===== config.mk =====
export PLATFORM = sky130hd
export DESIGN_NAME = subshift_serializer
export DESIGN_NICKNAME = d
export VERILOG_FILES = /design/src/rtl/aes_pkg.sv /design/src/rtl/aes_sbox.sv /design/src/rtl/subshift_serializer.sv
export SDC_FILE = /design/constraint.sdc
export NUM_CORES = 2
export LEC_CHECK = 0
export ABC_CLOCK_PERIOD_IN_PS = 35400
export BUFFER_PORTS_ARGS = -buffer_cell sky130_fd_sc_hd__buf_2
export CAP_MARGIN = 15
export CORE_UTILIZATION = 35
export DETAILED_ROUTE_END_ITERATION = 7
export GPL_TIMING_DRIVEN = 0
export SLEW_MARGIN = 0
export SYNTH_ARGS = -nofsm -noshare
export SYNTH_HDL_FRONTEND = slang
export SYNTH_SLANG_ARGS = --single-unit

===== constraint.sdc =====
create_clock -name clk -period 35.4 [get_ports clk]
set_clock_uncertainty 0.1 [all_clocks]
set_input_delay 5.31 -clock clk [delete_from_list [all_inputs] [get_ports clk]]
set_output_delay 5.31 -clock clk [all_outputs]
set_load 0.02 [all_outputs]

===== src/rtl/aes_pkg.sv =====
// ----------------------------------------------------------------------------
// aes_pkg
//  Shared types and helpers for the column-serial AES datapath.
//   byte_t / col_t / state_t : byte, 32-bit column and 128-bit state words
//   ser_state_e              : serializer FSM states
//   sr_src()                 : (Inv)ShiftRows source byte index for out col/row
//   gf_mul() / gf_inv()      : GF(2^8) arithmetic used by the S-box
// ----------------------------------------------------------------------------
package aes_pkg;

    typedef logic [7:0]   byte_t;
    typedef logic [31:0]  col_t;
    typedef logic [127:0] state_t;

    typedef enum logic {
        IDLE = 1'b0,
        EMIT = 1'b1
    } ser_state_e;

    // Output row r of output column c reads input byte 4*src_col + r.
    // Forward ShiftRows rotates row r left by r, so src_col = c + r (mod 4);
    // the inverse rotates right, so src_col = c - r (mod 4). The 2-bit
    // arithmetic wraps mod 4 for free, and {src_col, r} == 4*src_col + r.
    function automatic logic [3:0] sr_src(input logic [1:0] c,
                                          input logic [1:0] r,
                                          input logic       inv);
        logic [1:0] src_col;
        src_col = inv ? (c - r) : (c + r);
        return {src_col, r};
    endfunction

    // Multiply by x modulo the AES polynomial x^8+x^4+x^3+x+1.
    function automatic byte_t xtime(input byte_t b);
        return {b[6:0], 1'b0} ^ (b[7] ? 8'h1b : 8'h00);
    endfunction

    function automatic byte_t gf_mul(input byte_t a, input byte_t b);
        byte_t acc;
        byte_t aa;
        acc = 8'h00;
        aa  = a;
        for (int i = 0; i < 8; i++) begin
            if (b[i]) begin
                acc = acc ^ aa;
            end
            aa = xtime(aa);
        end
        return acc;
    endfunction

    // Multiplicative inverse as x^254 (x^-1 in GF(2^8)); maps 0 to 0, which is
    // exactly what the S-box definition needs.
    // 254 = 2+4+8+16+32+64+128, so accumulate successive squares.
    function automatic byte_t gf_inv(input byte_t x);
        byte_t sq;
        byte_t acc;
        sq  = gf_mul(x, x);
        acc = sq;
        for (int i = 0; i < 6; i++) begin
            sq  = gf_mul(sq, sq);
            acc = gf_mul(acc, sq);
        end
        return acc;
    endfunction

endpackage : aes_pkg


===== src/rtl/aes_sbox.sv =====
// ----------------------------------------------------------------------------
// aes_sbox
//  Combinational AES S-box (INV=0) or inverse S-box (INV=1), computed from the
//  GF(2^8) inverse plus the affine transform rather than a lookup table.
//  Ports:
//   i_byte  in  8  input byte
//   o_byte  out 8  substituted byte
// ----------------------------------------------------------------------------
module aes_sbox
    import aes_pkg::*;
#(
    parameter bit INV = 1'b0
) (
    input  logic [7:0] i_byte,
    output logic [7:0] o_byte
);

    function automatic byte_t rotl1(input byte_t v);
        return {v[6:0], v[7]};
    endfunction

    function automatic byte_t rotl2(input byte_t v);
        return {v[5:0], v[7:6]};
    endfunction

    function automatic byte_t rotl3(input byte_t v);
        return {v[4:0], v[7:5]};
    endfunction

    function automatic byte_t rotl4(input byte_t v);
        return {v[3:0], v[7:4]};
    endfunction

    function automatic byte_t rotl6(input byte_t v);
        return {v[1:0], v[7:2]};
    endfunction

    byte_t inv_val;
    byte_t pre_affine;

    generate
        if (INV) begin : g_inverse
            // Undo the affine map first, then invert in the field.
            always_comb begin
                inv_val    = 8'h00;
                pre_affine = rotl1(i_byte) ^ rotl3(i_byte) ^ rotl6(i_byte) ^ 8'h05;
                inv_val    = gf_inv(pre_affine);
                o_byte     = inv_val;
            end
        end else begin : g_forward
            // Field inverse, then b ^ rotl(b,1..4) ^ 0x63.
            always_comb begin
                pre_affine = 8'h00;
                inv_val    = gf_inv(i_byte);
                o_byte     = inv_val ^ rotl1(inv_val) ^ rotl2(inv_val)
                           ^ rotl3(inv_val) ^ rotl4(inv_val) ^ 8'h63;
            end
        end
    endgenerate

endmodule : aes_sbox


===== src/rtl/subshift_serializer.sv =====
// ----------------------------------------------------------------------------
// subshift_serializer
//  Round front-end: captures a 128-bit state, applies SubBytes + ShiftRows
//  (or the inverses when INV=1) and streams it as four 32-bit columns, one per
//  accepted beat. Four S-boxes are time-shared across the columns.
//  Ports:
//   clk           in   1    clock
//   rst           in   1    asynchronous active-low reset
//   i_valid       in   1    upstream state valid
//   o_ready       out  1    a state is accepted this cycle
//   i_state       in   128  byte k = i_state[127-8k -: 8]
//   i_last_round  in   1    tag captured with i_state
//   o_valid       out  1    o_column valid
//   i_ready       in   1    downstream accepts o_column
//   o_column      out  32   {row0,row1,row2,row3} of column o_col_idx
//   o_col_idx     out  2    column index 0..3
//   o_last_col    out  1    final column of the block
//   o_last_round  out  1    captured tag, stable across the block
// ----------------------------------------------------------------------------
module subshift_serializer
    import aes_pkg::*;
#(
    parameter bit INV = 1'b0
) (
    input  logic         clk,
    input  logic         rst,
    input  logic         i_valid,
    output logic         o_ready,
    input  logic [127:0] i_state,
    input  logic         i_last_round,
    output logic         o_valid,
    input  logic         i_ready,
    output logic [31:0]  o_column,
    output logic [1:0]   o_col_idx,
    output logic         o_last_col,
    output logic         o_last_round
);

    ser_state_e state_reg, state_next;
    logic [1:0] idx_reg, idx_next;
    state_t     buf_reg, buf_next;
    logic       tag_reg, tag_next;

    logic       ready_int;
    logic       capture;
    logic       emitting;

    byte_t      buf_bytes [16];
    byte_t      col_bytes [4];

    // ------------------------------------------------------------------
    // State registers
    // ------------------------------------------------------------------
    always_ff @(posedge clk or negedge rst) begin
        if (!rst) begin
            state_reg <= IDLE;
            idx_reg   <= 2'd0;
            buf_reg   <= '0;
            tag_reg   <= 1'b0;
        end else begin
            state_reg <= state_next;
            idx_reg   <= idx_next;
            buf_reg   <= buf_next;
            tag_reg   <= tag_next;
        end
    end

    // Ready in IDLE, or on the final beat when it is being consumed, so the
    // next block starts on the very next cycle with no bubble.
    assign emitting  = (state_reg == EMIT);
    assign ready_int = (state_reg == IDLE) || (emitting && (idx_reg == 2'd3) && i_ready);
    assign capture   = i_valid && ready_int;

    // ------------------------------------------------------------------
    // Next-state logic
    // ------------------------------------------------------------------
    always_comb begin
        state_next = state_reg;
        idx_next   = idx_reg;
        buf_next   = buf_reg;
        tag_next   = tag_reg;

        case (state_reg)
            IDLE: begin
                if (capture) begin
                    state_next = EMIT;
                    idx_next   = 2'd0;
                    buf_next   = i_state;
                    tag_next   = i_last_round;
                end
            end

            EMIT: begin
                if (i_ready) begin
                    if (idx_reg != 2'd3) begin
                        idx_next = idx_reg + 2'd1;
                    end else if (capture) begin
                        state_next = EMIT;
                        idx_next   = 2'd0;
                        buf_next   = i_state;
                        tag_next   = i_last_round;
                    end else begin
                        state_next = IDLE;
                        idx_next   = 2'd0;
                    end
                end
            end

            default: begin
                state_next = IDLE;
                idx_next   = 2'd0;
            end
        endcase
    end

    // ------------------------------------------------------------------
    // Output column: byte select by the ShiftRows map, then the S-boxes.
    // Everything here depends only on registered buf/idx.
    // ------------------------------------------------------------------
    genvar gi;
    generate
        for (gi = 0; gi < 16; gi++) begin : g_bytes
            assign buf_bytes[gi] = buf_reg[127-8*gi -: 8];
        end

        for (gi = 0; gi < 4; gi++) begin : g_row
            logic [3:0] src;
            byte_t      sb_in;
            byte_t      sb_out;

            assign src   = sr_src(idx_reg, 2'(gi), INV);
            assign sb_in = buf_bytes[src];

            aes_sbox #(.INV(INV)) u_sbox (
                .i_byte (sb_in),
                .o_byte (sb_out)
            );

            assign col_bytes[gi] = sb_out;
        end
    endgenerate

    assign o_ready      = ready_int;
    assign o_valid      = emitting;
    assign o_column     = emitting ? {col_bytes[0], col_bytes[1], col_bytes[2], col_bytes[3]} : 32'h0;
    assign o_col_idx    = idx_reg;
    assign o_last_col   = emitting && (idx_reg == 2'd3);
    assign o_last_round = tag_reg;

endmodule : subshift_serializer


After elaboration in Yosys (flattened, before gate mapping)
Cells that the tools add are included.

word-level totals
  output and inout bits = 38
  register bits = 132
  input bits = 133
  logic and storage cells = 1528

cells by class
  bitwise operators = 725
  muxes and demuxes = 781
  $add $sub $neg = 3
  magnitude comparators = 4
  eq/ne operators = 5
  reduce and logical (&&, ||, !) cells = 6

operators with widths
  kind                                                           count
  8-bit XOR                                                      716
  8-bit two-way mux                                              424
  5-bit two-way mux                                              336
  128-bit two-way mux                                            3
  128-bit one-hot mux with 2 select lines                        1
  8-bit binary-select mux with 4-bit select                      4
  32-bit two-way mux                                             1
  5-bit >= comparator, second input constant                     4
  4-bit inverter with 5-bit output                               4
  4-bit inverter                                                 4
  2-bit inequality test, second input constant                   4
  1-bit two-way mux                                              6
  2-bit two-way mux                                              3
  2-bit adder, second input constant                             2
  1-bit one-hot mux with 2 select lines                          2
  2-bit one-hot mux with 2 select lines                          1
  2-bit AND reduction                                            2
  1-bit logical AND                                              3
  2-bit by 1-bit adder with 2-bit output, second input constant  1
  2-bit == test, second input constant                           1
  1-bit logical OR                                               1
  1-bit inverter                                                 1

Longest topological paths before layout
  depth in word-level cells = 138
  depth in mapped cells = 73
  mapped depth without buffers = 58

Modules after synthesis
A second synthesis with hierarchy kept.

unflattened totals
  cell total of the unflattened synthesis = 8433
  area total of the unflattened synthesis = 68544.5 µm²

by module, submodules not included
  module               sequential area each (µm²)  instances  area each (µm²)  cells each
  aes_sbox             0.0                         4          15220.8          1942
  subshift_serializer  3303.2                      1          7661.1           665

Worst setup path before layout
Ideal clock, no wire load.

  path type = register to output
  start point = register idx_reg[1] (netlist: o_col_idx[1])
  end point = output o_column[0]
  data required time = 29990 ps
  path slack = 12117 ps
  path buffers = 10
  arrival time = 17873 ps
  stages on the path, launching flop included = 65
  path through = dfrtp_1 > ha_1 > buf_2 > mux4_2 > buf_2 > buf_2 > ha_1 > clkbuf_1 > nand2_1 > xnor2_1 > inv_1 > clkbuf_1 > clkbuf_1 > ha_1 > clkinv_1 > xnor3_1 > xnor2_1 > nand2_1 > (+29 left out) > xor3_1 > xnor3_1 > xnor3_2 > xor3_1 > nand2_1 > xnor2_1 > xnor3_1 > xnor2_2 > xnor2_2 > xnor3_1 > nor2_1 > xnor3_1 > xnor2_1 > xnor3_1 > xnor3_1 > xnor2_2 > xnor2_1 > nor2b_1

on the way
  longest elaborated chain between the ends = 135
  elaborated cells between the ends (all ways) = 374
  classes of those cells = 1 x add/sub; 192 x mux; 181 x bitwise

RTL lines
  what                                                      line                          source
  start, declared                                           subshift_serializer.sv:40     logic [1:0] idx_reg, idx_next;
  start signal, assigned                                    subshift_serializer.sv:62     idx_reg <= idx_next;
  2-bit adder *                                             aes_pkg.sv:28                 src_col = inv ? (c - r) : (c + r);
  4-bit inverter with 5-bit output (implied by the code) *  subshift_serializer.sv:132    assign sb_in = buf_bytes[src];
  8-bit binary-select mux with 4-bit select *               subshift_serializer.sv:132
  8-bit two-way mux (implied by the code) * (2 in series)   subshift_serializer.sv:132
  5-bit two-way mux (tied with other cells)                 aes_pkg.sv:34                 return {b[6:0], 1'b0} ^ (b[7] ? 8'h1b : 8'h00);
  8-bit XOR (on tied branches)                              aes_pkg.sv:34, aes_pkg.sv:44
  8-bit XOR or 8-bit two-way mux (tied branches)            aes_pkg.sv:44, aes_pkg.sv:43
  8-bit two-way mux or 8-bit XOR (tied branches)            aes_pkg.sv:43, aes_pkg.sv:44
  (+117 left out)                                           n/a
  8-bit two-way mux                                         aes_pkg.sv:43                 if (b[i]) begin
  8-bit XOR                                                 aes_pkg.sv:44                 acc = acc ^ aa;
  8-bit two-way mux *                                       aes_pkg.sv:43
  8-bit XOR (2 in series)                                   aes_sbox.sv:55                o_byte = inv_val ^ rotl1(inv_val) ^ rotl2(inv_val)
  8-bit XOR                                                 aes_sbox.sv:56                ^ rotl3(inv_val) ^ rotl4(inv_val) ^ 8'h63;
  8-bit XOR *                                               aes_sbox.sv:56
  4-bit inverter (no source line) *                         n/a
  32-bit two-way mux *                                      subshift_serializer.sv:145    assign o_column = emitting ? {col_bytes[0], col_bytes[1], col_bytes[2], col_bytes[3]} : 32'h0;
  end, declared                                             subshift_serializer.sv:33     output logic [31:0] o_column,

Every way passes the cells marked *; elsewhere a longest branch is shown, timed or not. The select of a mux whose other input is x is not followed.

Worst setup path in the final report
  start point = register idx_reg[1] (netlist: o_col_idx[1])
  end point = output o_column[2]

on the way
  longest elaborated chain between the ends = 134
  elaborated cells between the ends (all ways) = 373
  classes of those cells = 1 x add/sub; 192 x mux; 180 x bitwise

RTL lines
  what                                                      line
  2-bit adder *                                             aes_pkg.sv:28
  4-bit inverter with 5-bit output (implied by the code) *  subshift_serializer.sv:132
  8-bit binary-select mux with 4-bit select *               subshift_serializer.sv:132
  8-bit two-way mux (implied by the code) * (2 in series)   subshift_serializer.sv:132
  5-bit two-way mux (tied with other cells)                 aes_pkg.sv:34
  8-bit XOR (on tied branches)                              aes_pkg.sv:34, aes_pkg.sv:44
  8-bit XOR or 8-bit two-way mux (tied branches)            aes_pkg.sv:44, aes_pkg.sv:43
  8-bit two-way mux or 8-bit XOR (tied branches)            aes_pkg.sv:43, aes_pkg.sv:44
  (+116 left out)                                           n/a
  8-bit XOR                                                 aes_pkg.sv:44
  8-bit two-way mux                                         aes_pkg.sv:43
  8-bit XOR                                                 aes_pkg.sv:44
  8-bit two-way mux *                                       aes_pkg.sv:43
  8-bit XOR (2 in series)                                   aes_sbox.sv:55
  8-bit XOR                                                 aes_sbox.sv:56
  8-bit XOR *                                               aes_sbox.sv:56
  32-bit two-way mux *                                      subshift_serializer.sv:145

Marked as above.

==> impl_metrics.tcl <==
set metrics [dict create \
    place_area_sq_um 70400 \
    groute.usage.overall_pct 21.8 \
    grt_pass1_vias 61800 \
    critical_path.max_stage_delay_ns 0.88 \
    initial_drc_count 6549 \
    critical_path.reg2reg.endpoint "buf_bytes[84]$_DFFE_PN0P_" \
    die_w_um 437 \
    timing.final.max_slew_violations 0 \
    insertion_delay_ns 0.42 \
    critical_path.reg2reg.startpoint "o_col_idx[1]$_DFFE_PN0P_" \
    ys_seq_area_share_pct 4.98 \
    timing.hold.worst.start "buf_bytes[17]$_DFFE_PN0P_" \
    htree_num_levels 4 \
    wire_length_of_the_first_global_routing_pass_mm 347 \
    gp_congestion 0.961 \
    hpwlAfterDp_mm 169 \
    worst_hold_path_type "reg -> reg" \
    status "finished clean" \
    layout-area-overhead-vs-synth_pct 7.18 \
    cts_root_buffer "sky130_fd_sc_hd__clkbuf_16" \
    vias_per_cell 5.72 \
    crit_arrival_ns 23.47 \
    post-cts-setup-buffers 0 \
    avgSynthCellArea_sq_um 7.79 \
    yosysTopAreaCell "sky130_fd_sc_hd__xnor2_1" \
    gr-total-overflow 0 \
    finalSetupTns_ns 0 \
    cts_repair_resize_count 0 \
    top_level_ports 171 \
    required_ns 29.99 \
    rsz0062_at_grt "false" \
    total_vias_in_the_final_route 64500 \
    number_of_fill_cells 19500 \
    synth-edff-count 0 \
    start_kind "register" \
    final_net_count 8875 \
    ys.warnings.count 0 \
    timing.setup.critical_path_class "reg -> out" \
    antenna_found_initial 17 \
    worst-r2r-setup-slack_ns 32.32 \
    remaining_drc_errors 0 \
    tritoncts "done" \
    final_standard_cell_utilization_of_the_core_pct 37.8 \
    synthesis.instances 8519 \
    pre_cts_slack_ns 7.34 \
    fin_area_sq_um 71100 \
    pin_count_of_the_biggest_net_entering_global_routing 72 \
    tmin_final_ns 28.88 \
    crit_path_start "o_col_idx[1]$_DFFE_PN0P_" \
    clock_pin_slew_on_the_worst_setup_and_hold_paths_ns 0.07 \
    antenna_violating_nets_post_route 0 \
    postSynth.asyncResetShare_pct 100 \
    worst_slew_pin_slew_ns 1.23 \
    postLayoutSetupSlackWorst_ns 6.52 \
    buffer_ports.inserted 170 \
    wl_per_cell_um 19.5 \
    hold_buffers 0 \
    drive_above_1_share_pct 11.2 \
    finalSetupViolations 0 \
    std_cell_rows 159 \
    drt_pre_antenna_iters 7 \
    layout.cells.most_common "sky130_fd_sc_hd__xnor2_1" \
    worstRegToRegCells 7 \
    maximum_buffer_depth_of_the_clock_tree 2 \
    synth_flop_cell "sky130_fd_sc_hd__dfrtp_1" \
    worst_setup_path_end_kind "output pin" \
    core_area_sq_um 188000 \
    start_util_pct 35.3 \
    synth-seq-cells 132 \
    most-common-layout-cells "sky130_fd_sc_hd__xnor2_1 (1,513), sky130_fd_sc_hd__nor2_1 (1,149), sky130_fd_sc_hd__nand2_1 (881), sky130_fd_sc_hd__xor2_1 (423), sky130_fd_sc_hd__a21oi_1 (416)" \
    max_clock_freq_ghz 0.0346 \
    final_worst_path_period_share_pct 81.6 \
    hold_depth 1 \
    crit_fanout 10 \
    slew-limit-headroom_pct 17.2 \
    synthesis.area_sq_um 66300 \
    die-height_um 437 \
    synth.net_count 8681 \
    synth_cell_types 133 \
    clkSinkCount 132 \
    hold_path_end "buf_bytes[17]$_DFFE_PN0P_" \
    synth_top_area_share_pct 20.0 \
    floorplan.die_area_sq_um 191000 \
    finalWirelength_mm 220 \
    cap_violations 0 \
    clock_buffer_count_from_cts 17 \
    final-hold-violation-count 0 \
    critical_path.slowest_cell "sky130_fd_sc_hd__xnor2_1" \
    synth_area_leaders "sky130_fd_sc_hd__xnor2_1 (20%), sky130_fd_sc_hd__xnor3_1 (11%), sky130_fd_sc_hd__nor2_1 (6.5%)" \
]
## registers in the layout, summed over array words and instances (netlist names)
signal,flops
buf_bytes,128
o_col_idx,2
o_last_round,1
o_valid,1
## layout make-up
cell class | instances | area, sq um | area share (%)
plain buffers | 612 | 3380 | 4.76
clock buffers | 18 | 439 | 0.618
well taps | 2495 | 3120 | 4.39
flip-flops and latches | 132 | 3300 | 4.65
clock inverters | 14 | 144 | 0.202
inverters | 92 | 347 | 0.487
diodes | 55 | 138 | 0.194
multi-input cells | 7683 | 59300 | 83.4
repair buffers | 175 | 918 | 1.29
## layer usage
metal	part of all wire (%)	wire length, um	track usage, %
met1	43	95100	28.9
met2	47	104000	37.0
met3	5.2	11500	1.19
met4	4.0	8840	8.64
met5	0.0082	18	0
## metrics by stage
step           std cells  hold WS (ns)
6_report           11300         0.401
5_1_grt            11300         0.409
4_1_cts            11200         0.403
3_5_place_dp       11200         0.388
3_3_place_gp       11200         0.381
2_1_floorplan       8519         0.370
## cell families after synthesis
family / synth area share, %
buffers and inverters: 5.62
flip-flops: 4.98
multiplexers: 7.44
AO/OA/AOI/OAI: 17.6
XOR/XNOR: 43.9
AND/OR/NAND/NOR: 19.9
adder cells (fa/ha/maj): 0.577
## synthesized netlist by cell type (26+ instances only)
| library cell | n |
|---|---|
| sky130_fd_sc_hd__xnor2_1 | 1513 |
| sky130_fd_sc_hd__nor2_1 | 1149 |
| sky130_fd_sc_hd__nand2_1 | 881 |
| sky130_fd_sc_hd__xor2_1 | 423 |
| sky130_fd_sc_hd__a21oi_1 | 416 |
| sky130_fd_sc_hd__clkbuf_1 | 340 |
| sky130_fd_sc_hd__xnor3_1 | 337 |
| sky130_fd_sc_hd__o21ai_0 | 326 |
| sky130_fd_sc_hd__nor3_1 | 253 |
| sky130_fd_sc_hd__mux2i_1 | 208 |
| sky130_fd_sc_hd__nand3_1 | 199 |
| sky130_fd_sc_hd__mux2_2 | 179 |
| sky130_fd_sc_hd__dfrtp_1 | 132 |
| sky130_fd_sc_hd__o22ai_1 | 128 |
| sky130_fd_sc_hd__buf_2 | 118 |
| sky130_fd_sc_hd__xnor2_2 | 111 |
| sky130_fd_sc_hd__a211oi_1 | 99 |
| sky130_fd_sc_hd__and2_1 | 86 |
| sky130_fd_sc_hd__a31oi_1 | 84 |
| sky130_fd_sc_hd__o211ai_1 | 81 |
| sky130_fd_sc_hd__inv_1 | 69 |
| sky130_fd_sc_hd__a22oi_1 | 63 |
| sky130_fd_sc_hd__clkbuf_8 | 61 |
| sky130_fd_sc_hd__nand4_1 | 53 |
| sky130_fd_sc_hd__nand2b_1 | 48 |
| sky130_fd_sc_hd__or3_1 | 45 |
| sky130_fd_sc_hd__nor2b_1 | 44 |
| sky130_fd_sc_hd__and3_1 | 43 |
| sky130_fd_sc_hd__o31ai_1 | 42 |
| sky130_fd_sc_hd__a32oi_1 | 41 |
| sky130_fd_sc_hd__buf_1 | 40 |
| sky130_fd_sc_hd__xor3_1 | 40 |
| sky130_fd_sc_hd__nor4_1 | 35 |
| sky130_fd_sc_hd__mux4_2 | 32 |
| sky130_fd_sc_hd__o32ai_1 | 32 |
| sky130_fd_sc_hd__xor2_2 | 32 |
| sky130_fd_sc_hd__xnor3_2 | 31 |
| sky130_fd_sc_hd__a21o_1 | 30 |
| sky130_fd_sc_hd__ha_1 | 29 |
| sky130_fd_sc_hd__a221oi_1 | 26 |
| sky130_fd_sc_hd__buf_4 | 26 |
## critical path, delay by kind of cell (launching register included)
| kind | cells | cell delay, ns |
|---|---|---|
| xor+xnor | 13 | 5.91 |
| compound gates | 17 | 5.10 |
| flops | 1 | 0.46 |
| fa+ha+maj | 4 | 1.51 |
| simple gates | 13 | 3.25 |
| mux | 4 | 1.58 |
| buf+inv | 18 | 5.22 |
## worst max-delay path by stage
stage                        endpoint  slack, ns  depth (start not counted)
after global routing      o_column[2]       5.06                         69
final                     o_column[2]       6.52                         69
after detailed placement  o_column[7]       7.34                         70
after global placement    o_column[7]       7.51                         70
after CTS                 o_column[7]       6.84                         70
after floorplan           o_column[0]      12.12                         64
Power is not shown: default switching activity piles up to over one toggle a cycle in this logic, so the estimate is an artifact.
